<file path="config.mk">
export PLATFORM = sky130hd
export DESIGN_NAME = hex_dumper
export DESIGN_NICKNAME = d
export VERILOG_FILES = /design/src/rtl/hex_dumper_pkg.sv /design/src/rtl/hex_dumper_char_emit.sv /design/src/rtl/hex_dumper.sv
export SDC_FILE = /design/constraint.sdc
export NUM_CORES = 1
export LEC_CHECK = 0
export CAP_MARGIN = 30
export CORE_MARGIN = 2
export CORE_UTILIZATION = 50
export DETAILED_ROUTE_END_ITERATION = 10
export PLACE_DENSITY = 0.8
export SLEW_MARGIN = 20
export SYNTH_ARGS = -nofsm -noshare
export SYNTH_HDL_FRONTEND = slang
export SYNTH_SLANG_ARGS = --single-unit
</file>
<file path="constraint.sdc">
create_clock -name clk -period 4.8 [get_ports clk]
set_input_delay 1.44 -clock clk [delete_from_list [all_inputs] [get_ports clk]]
set_output_delay 1.44 -clock clk [all_outputs]
set_load 0.02 [all_outputs]
</file>
<file path="src/rtl/hex_dumper_pkg.sv">
// Shared constants, state encodings and the nibble-to-ASCII helper for the
// hex dumper and its character emitter.
package hex_dumper_pkg;

   localparam logic [7:0] CH_DOLLAR = 8'h24;
   localparam logic [7:0] CH_HASH   = 8'h23;
   localparam logic [7:0] CH_SPACE  = 8'h20;
   localparam logic [7:0] CH_CR     = 8'h0D;
   localparam logic [7:0] CH_LF     = 8'h0A;

   // Main sequencing FSM
   typedef enum logic [3:0] {
      StIdle,
      StHdr,
      StAddr,
      StSep,
      StRd,
      StRdWait,
      StData,
      StSpc,
      StEolCr,
      StEolLf,
      StDone
   } state_e;

   // Character handshake FSM
   typedef enum logic [2:0] {
      CeIdle,
      CeSend,
      CePulse,
      CeGuard,
      CeWait
   } ce_state_e;

   // Uppercase ASCII for one hex nibble
   function automatic logic [7:0] hex_ascii(input logic [3:0] nib);
      logic [7:0] wide;
      wide = {4'h0, nib};
      return (nib < 4'd10) ? (8'h30 + wide) : (8'h37 + wide);
   endfunction

endpackage

</file>
<file path="src/rtl/hex_dumper_char_emit.sv">
// Hands one character at a time to serial_tx: waits for the transmitter to be
// idle, pulses send for one cycle, lets one guard cycle pass so busy can rise,
// then holds until busy drops before acknowledging the requester.
module char_emit
   import hex_dumper_pkg::*;
(
   input  logic       clk,
   input  logic       reset,
   input  logic       req,
   input  logic [7:0] char_in,
   output logic       ack,
   output logic [7:0] tx_byte,
   output logic       tx_send,
   input  logic       tx_busy
);

   ce_state_e  state_q, state_d;
   logic [7:0] byte_q, byte_d;
   logic       send_q, send_d;

   // State, held character and registered send pulse
   always_ff @(posedge clk or posedge reset) begin
      if (reset) begin
         state_q <= CeIdle;
         byte_q  <= 8'h00;
         send_q  <= 1'b0;
      end else begin
         state_q <= state_d;
         byte_q  <= byte_d;
         send_q  <= send_d;
      end
   end

   // Handshake sequencing; the character is only reloaded from idle, so it
   // stays stable for the whole send/wait interval
   always_comb begin
      state_d = state_q;
      byte_d  = byte_q;
      send_d  = 1'b0;
      ack     = 1'b0;
      unique case (state_q)
         CeIdle: begin
            if (req) begin
               byte_d  = char_in;
               state_d = CeSend;
            end
         end
         CeSend: begin
            if (!tx_busy) begin
               send_d  = 1'b1;
               state_d = CePulse;
            end
         end
         CePulse: state_d = CeGuard;
         CeGuard: state_d = CeWait;
         CeWait: begin
            if (!tx_busy) begin
               ack     = 1'b1;
               state_d = CeIdle;
            end
         end
         default: state_d = CeIdle;
      endcase
   end

   assign tx_byte = byte_q;
   assign tx_send = send_q;

endmodule

</file>
<file path="src/rtl/hex_dumper.sv">
// Memory-to-serial hex dumper: walks an inclusive, possibly wrapping address
// range, reads each word and prints "$AAA#DDDD DDDD ... \r\n" lines.
module hex_dumper
   import hex_dumper_pkg::*;
#(
   parameter int unsigned ADDR_W         = 10,
   parameter int unsigned DATA_W         = 16,
   parameter int unsigned WORDS_PER_LINE = 16,
   parameter int unsigned RD_LATENCY     = 1,
   parameter int unsigned EOL_LF         = 1
) (
   input  logic              clk,
   input  logic              reset,
   input  logic              start,
   input  logic              abort,
   input  logic [ADDR_W-1:0] addr_from,
   input  logic [ADDR_W-1:0] addr_to,
   output logic [ADDR_W-1:0] mem_addr,
   output logic              mem_rd,
   input  logic [DATA_W-1:0] mem_data,
   output logic [7:0]        tx_byte,
   output logic              tx_send,
   input  logic              tx_busy,
   output logic              busy,
   output logic              done
);

   localparam int unsigned NA         = (ADDR_W + 3) / 4;
   localparam int unsigned ND         = DATA_W / 4;
   localparam int unsigned ADDR_PAD_W = 4 * NA;
   localparam int unsigned NMAX       = (NA > ND) ? NA : ND;
   localparam int unsigned DIG_W      = $clog2(NMAX + 1);
   localparam int unsigned CNT_W      = $clog2(WORDS_PER_LINE + 1);

   state_e                state_q, state_d;
   logic [ADDR_W-1:0]     addr_q, addr_d;
   logic [ADDR_W-1:0]     to_q, to_d;
   logic [CNT_W-1:0]      cnt_q, cnt_d;
   logic [DIG_W-1:0]      dig_q, dig_d;
   logic [1:0]            lat_q, lat_d;
   logic [DATA_W-1:0]     sh_q, sh_d;
   logic [ADDR_PAD_W-1:0] ash_q, ash_d;
   logic                  fin_q, fin_d;
   logic                  abort_q, abort_d;

   logic                  ch_req;
   logic [7:0]            ch_char;
   logic                  ch_ack;
   state_e                eol_exit;

   char_emit u_char_emit (
      .clk     (clk),
      .reset   (reset),
      .req     (ch_req),
      .char_in (ch_char),
      .ack     (ch_ack),
      .tx_byte (tx_byte),
      .tx_send (tx_send),
      .tx_busy (tx_busy)
   );

   // Sequencer state and datapath registers
   always_ff @(posedge clk or posedge reset) begin
      if (reset) begin
         state_q <= StIdle;
         addr_q  <= '0;
         to_q    <= '0;
         cnt_q   <= '0;
         dig_q   <= '0;
         lat_q   <= '0;
         sh_q    <= '0;
         ash_q   <= '0;
         fin_q   <= 1'b0;
         abort_q <= 1'b0;
      end else begin
         state_q <= state_d;
         addr_q  <= addr_d;
         to_q    <= to_d;
         cnt_q   <= cnt_d;
         dig_q   <= dig_d;
         lat_q   <= lat_d;
         sh_q    <= sh_d;
         ash_q   <= ash_d;
         fin_q   <= fin_d;
         abort_q <= abort_d;
      end
   end

   // Next-state sequencing; abort is only acted on when a character completes
   always_comb begin
      state_d = state_q;
      addr_d  = addr_q;
      to_d    = to_q;
      cnt_d   = cnt_q;
      dig_d   = dig_q;
      lat_d   = lat_q;
      sh_d    = sh_q;
      ash_d   = ash_q;
      fin_d   = fin_q;
      abort_d = abort_q;
      ch_req  = 1'b0;
      ch_char = 8'h00;

      // Where a finished line ending leads
      if (abort_q || abort) begin
         eol_exit = StIdle;
      end else if (fin_q) begin
         eol_exit = StDone;
      end else begin
         eol_exit = StHdr;
      end

      unique case (state_q)
         StIdle: begin
            if (start) begin
               addr_d  = addr_from;
               to_d    = addr_to;
               fin_d   = 1'b0;
               abort_d = 1'b0;
               state_d = StHdr;
            end
         end
         StHdr: begin
            ch_req  = 1'b1;
            ch_char = CH_DOLLAR;
            cnt_d   = '0;
            if (ch_ack) begin
               if (abort) begin
                  abort_d = 1'b1;
                  state_d = StEolCr;
               end else begin
                  ash_d   = ADDR_PAD_W'(addr_q);
                  dig_d   = DIG_W'(NA - 1);
                  state_d = StAddr;
               end
            end
         end
         StAddr: begin
            ch_req  = 1'b1;
            ch_char = hex_ascii(ash_q[ADDR_PAD_W-1 -: 4]);
            if (ch_ack) begin
               ash_d = ash_q << 4;
               if (abort) begin
                  abort_d = 1'b1;
                  state_d = StEolCr;
               end else if (dig_q == '0) begin
                  state_d = StSep;
               end else begin
                  dig_d = dig_q - 1'b1;
               end
            end
         end
         StSep: begin
            ch_req  = 1'b1;
            ch_char = CH_HASH;
            if (ch_ack) begin
               if (abort) begin
                  abort_d = 1'b1;
                  state_d = StEolCr;
               end else begin
                  state_d = StRd;
               end
            end
         end
         StRd: begin
            lat_d   = 2'd1;
            state_d = StRdWait;
         end
         StRdWait: begin
            // Capture exactly RD_LATENCY cycles after the read strobe
            if (lat_q == 2'(RD_LATENCY)) begin
               sh_d    = mem_data;
               dig_d   = DIG_W'(ND - 1);
               state_d = StData;
            end else begin
               lat_d = lat_q + 2'd1;
            end
         end
         StData: begin
            ch_req  = 1'b1;
            ch_char = hex_ascii(sh_q[DATA_W-1 -: 4]);
            if (ch_ack) begin
               sh_d = sh_q << 4;
               if (abort) begin
                  abort_d = 1'b1;
                  state_d = StEolCr;
               end else if (dig_q == '0) begin
                  state_d = StSpc;
               end else begin
                  dig_d = dig_q - 1'b1;
               end
            end
         end
         StSpc: begin
            ch_req  = 1'b1;
            ch_char = CH_SPACE;
            if (ch_ack) begin
               addr_d = addr_q + 1'b1;
               cnt_d  = cnt_q + 1'b1;
               if (addr_q == to_q) begin
                  fin_d = 1'b1;
               end
               if (abort) begin
                  abort_d = 1'b1;
                  state_d = StEolCr;
               end else if ((addr_q == to_q) ||
                            (cnt_q == CNT_W'(WORDS_PER_LINE - 1))) begin
                  state_d = StEolCr;
               end else begin
                  state_d = StRd;
               end
            end
         end
         StEolCr: begin
            ch_req  = 1'b1;
            ch_char = CH_CR;
            if (ch_ack) begin
               if (abort) begin
                  abort_d = 1'b1;
               end
               state_d = (EOL_LF != 0) ? StEolLf : eol_exit;
            end
         end
         StEolLf: begin
            ch_req  = 1'b1;
            ch_char = CH_LF;
            if (ch_ack) begin
               state_d = eol_exit;
            end
         end
         StDone: state_d = StIdle;
         default: state_d = StIdle;
      endcase
   end

   assign mem_addr = addr_q;
   assign mem_rd   = (state_q == StRd);
   assign busy     = (state_q != StIdle);
   assign done     = (state_q == StDone);

endmodule
</file>
==> summary.md <==
| Metric | Value |
|---|---|
| CTS buffer count | 9 |
| DR top layer | met4 |
| Total area of sequential cells | around 1900 µm² |
| Remaining antenna violation count | 0 |
| WL met1 | about 4300 µm |
| Via count | ~3500 |
| CP Class | flop to output pin |
| Most frequent cells in the layout | 75 x dfrtp_1, 61 x clkdlybuf4s50_1, 43 x nor2_1 |
| Crit path max fanout | 22 |
| Initial core utilization | 0.5110 |
| R2r endpoint | cnt_q[3] |
| CTS Hold Bufs | 0 |
| Fillcell total | ~700 |
| Max Root-Sink Buffers | 2 |
| Worst-skew pair later-pin latency | 0.35 ns |
| Syn. warnings | 0 |
| Asr flop ratio synth | 1.000 |
| Syn avg cell area | approximately 9.4 µm² |
| Total grt overflow | 0 |
| Met2 Routed Length | 4606 µm |
| Syn nets | 491 |
| Worst hold stages | 2 |
| Final GP Congestion | around 0.83 |
| Post-Route WL | 9526 µm |
| DRC errors left | 0 |
| Worst Skew | ~0.013 ns |
| Row Count | 33 |
| Period utilization | 0.8065 |
| CTS HTree Levels | 3 |
| Worst setup EP type | output pin |
| Tot GR Track Use | 0.2293 |
| Final net count | 540 |
| Leak | 2.133 nW |
| Required @ worst endpoint | ~3.4 ns |
| FMAX | roughly 0.26 GHz |
| Max Slew Vio Count | 0 |
| Die Wd | 95.18 µm |
| Post-cts gate resize count | 0 |
| Worst R2R Setup Slack | 2.15 ns |
| Number of flops mapped to enable cells by yosys | 0 |
| Syn Inst Count | about 440 |
| Hold Crit Class | flop to flop |
| Routed length on met3 | roughly 520 µm |
| Hold Startpoint | sh_q[4] |
| Routed wire per std cell | around 16 µm |
| Setup-failing EPs final | 0 |
| Peak supply drop | between 0.3 and 0.4 mV |
| Die area | a little over 9000 µm² |
| Hold Fails Final Rpt | 0 |
| Most common flop cell mapped by yosys | dfrtp_1 |
| Core Box Area | roughly 8100 µm² |
| Commonest non-fill, non-tap cell in the layout | dfrtp_1 |
| Startpoint types | flop |
| Final core utilization | 0.6196 |
| Post-CTS Setup Inserts | 0 |
| Share of cells above drive strength 1 | 0.09073 |
| Io pins | between 60 and 70 |
| Worst EP arrival | between 2 and 2.5 ns |
| Distinct cells, synth | 59 |
| Root Buffer Master | clkbuf_8 |
| First-pass GRT wire length | between 15000 and 20000 µm |
| Multi-input gate area | between 2000 and 2500 µm² |
| DP HPWL | roughly 6600 µm |
| CTS tree | yes |
| ANT cells | 0 |
| Vias per std cell | 5.812 |
| R2R depth | 5 |
| RSZ-0062 raised after global routing | false |
| Max-cap check violation count | 0 |
| Die height | 95.18 µm |
| Slew @ Worst Pin | around 0.9 ns |
| Reg clk slew, reported paths | approximately 0.08 ns |
| P&R area growth vs syn | 21.25% |
| Hold Crit Endpoint | sh_q[4] |
| Largest net degree at the start of global routing | 76 |
| Flops & latches, synth | between 70 and 80 |
| Synthesized area | 4156 µm² |
| Register area share after synthesis | 0.4515 |
| TNS Setup | 0 ns |
| Router iterations before antenna repair | 5 |
| Vias in the first global route | about 3500 |
| Power per cell area | approximately 580 nW/µm² |
| Crit path time final | a little under 4 ns |
| Worst reg2reg path startpoint | state_q[0] |
| Initial antenna violation count | 0 |
| Initial DRC Count | between 200 and 250 |
| Outcome | finished clean |
| Number of port buffers | just over 60 |
| Num Clock Sinks | between 70 and 80 |
| Slew headroom | 0.4000 |
-- kinds of logic after synthesis --
logic type,share of synthesized area
AND/OR/NAND/NOR,0.1659
XOR/XNOR,0.02950
other,0.0009022
multiplexers,0.09964
buffers and inverters,0.04515
AO/OA/AOI/OAI,0.1833
flip-flops,0.4515
adder cells (fa/ha/maj),0.02408
-- where the power goes --
part           total [mW]  switching [mW]  internal (mW)  leakage, nW
Combinational        1.21           0.617          0.593         1.07
Sequential           1.19           0.324          0.866        0.952
Clock               0.499           0.245          0.254        0.106
Total                2.90            1.19           1.71         2.13
-- metal layers --
layer  vias up  GRT usage
met4         0    0.09058
li1       1679          -
met5         -          0
met3        11    0.04032
met1      1685     0.3086
met2       118     0.3685
-- worst max-delay path, cell delays in order, from the launching register on --
cell	delay [ns]
dfrtp_1	0.79
clkinv_1	0.46
nand2_1	0.22
nor2_1	0.07
clkdlybuf4s50_1	0.54
-- cell usage after synthesis (all sizes together) (3+ instances only) --
master,number,area (µm²)
dfrtp,75,1877
nor2,44,167.7
o21ai,42,210.2
nand2,38,142.6
a21oi,27,135.1
clkbuf,23,86.33
mux2i,20,200.2
mux2,19,214.0
inv,16,60.06
xor2,10,87.58
nor2b,9,56.30
a22o,8,70.07
ha,8,100.1
nor3,8,40.04
a22oi,7,52.55
buf,6,37.53
nor4,6,37.54
a31oi,5,31.28
nand2b,5,31.28
nand3,4,20.02
nand4,4,25.02
o22a,4,35.03
xnor2,4,35.03
a211oi,3,22.52
a32o,3,30.03
and2,3,18.77
and3,3,18.77
nor3b,3,22.52
nor4b,3,32.53
o41ai,3,26.28
or3,3,18.77
-- state kept, by name, summed over array words and instances (netlist names), 2 cells and up --
register	flops
mem_addr	10
u_char_emit.state_q	3
sh_q	16
dig_q	3
to_q	10
cnt_q	5
ash_q	12
state_q	4
u_char_emit.tx_byte	7
lat_q	2
-- worst max path at each step --
stage                           from          to  slack (ns)  cells past startpoint
after floorplan                reset     abort_q        1.45                      1
after global placement       tx_busy  state_q[1]        1.13                      5
after detailed placement     tx_busy  state_q[1]        1.04                      5
after CTS                 state_q[2]        done        0.97                      4
after global routing      state_q[0]        busy        0.67                      3
final                     state_q[2]        done        0.93                      4
-- per-stage QoR --
stage | power, mW | setup slack [ns] | hold WS [ns] | instances | cell area (µm²)
after CTS | 2.898 | 0.9654 | 0.4888 | 600 | 5012
final | 2.899 | 0.9288 | 0.4811 | 601 | 5040
after floorplan | 2.008 | 1.450 | 0.4496 | 442 | 4156
after global routing | 3.117 | 0.6688 | 0.5178 | 601 | 5040
after global placement | 2.345 | 1.130 | 0.4622 | 584 | 4812
after detailed placement | 2.396 | 1.040 | 0.4702 | 584 | 4812
-- cell type report --
class,instances,area share
well taps,105,0.02607
clock inverters,6,0.01241
flip-flops and latches,75,0.3724
inverters,17,0.01266
multi-input cells,321,0.4151
repair buffers,67,0.1341
clock buffers,10,0.02731
No activity file was read; power rests on OpenSTA's default activity.
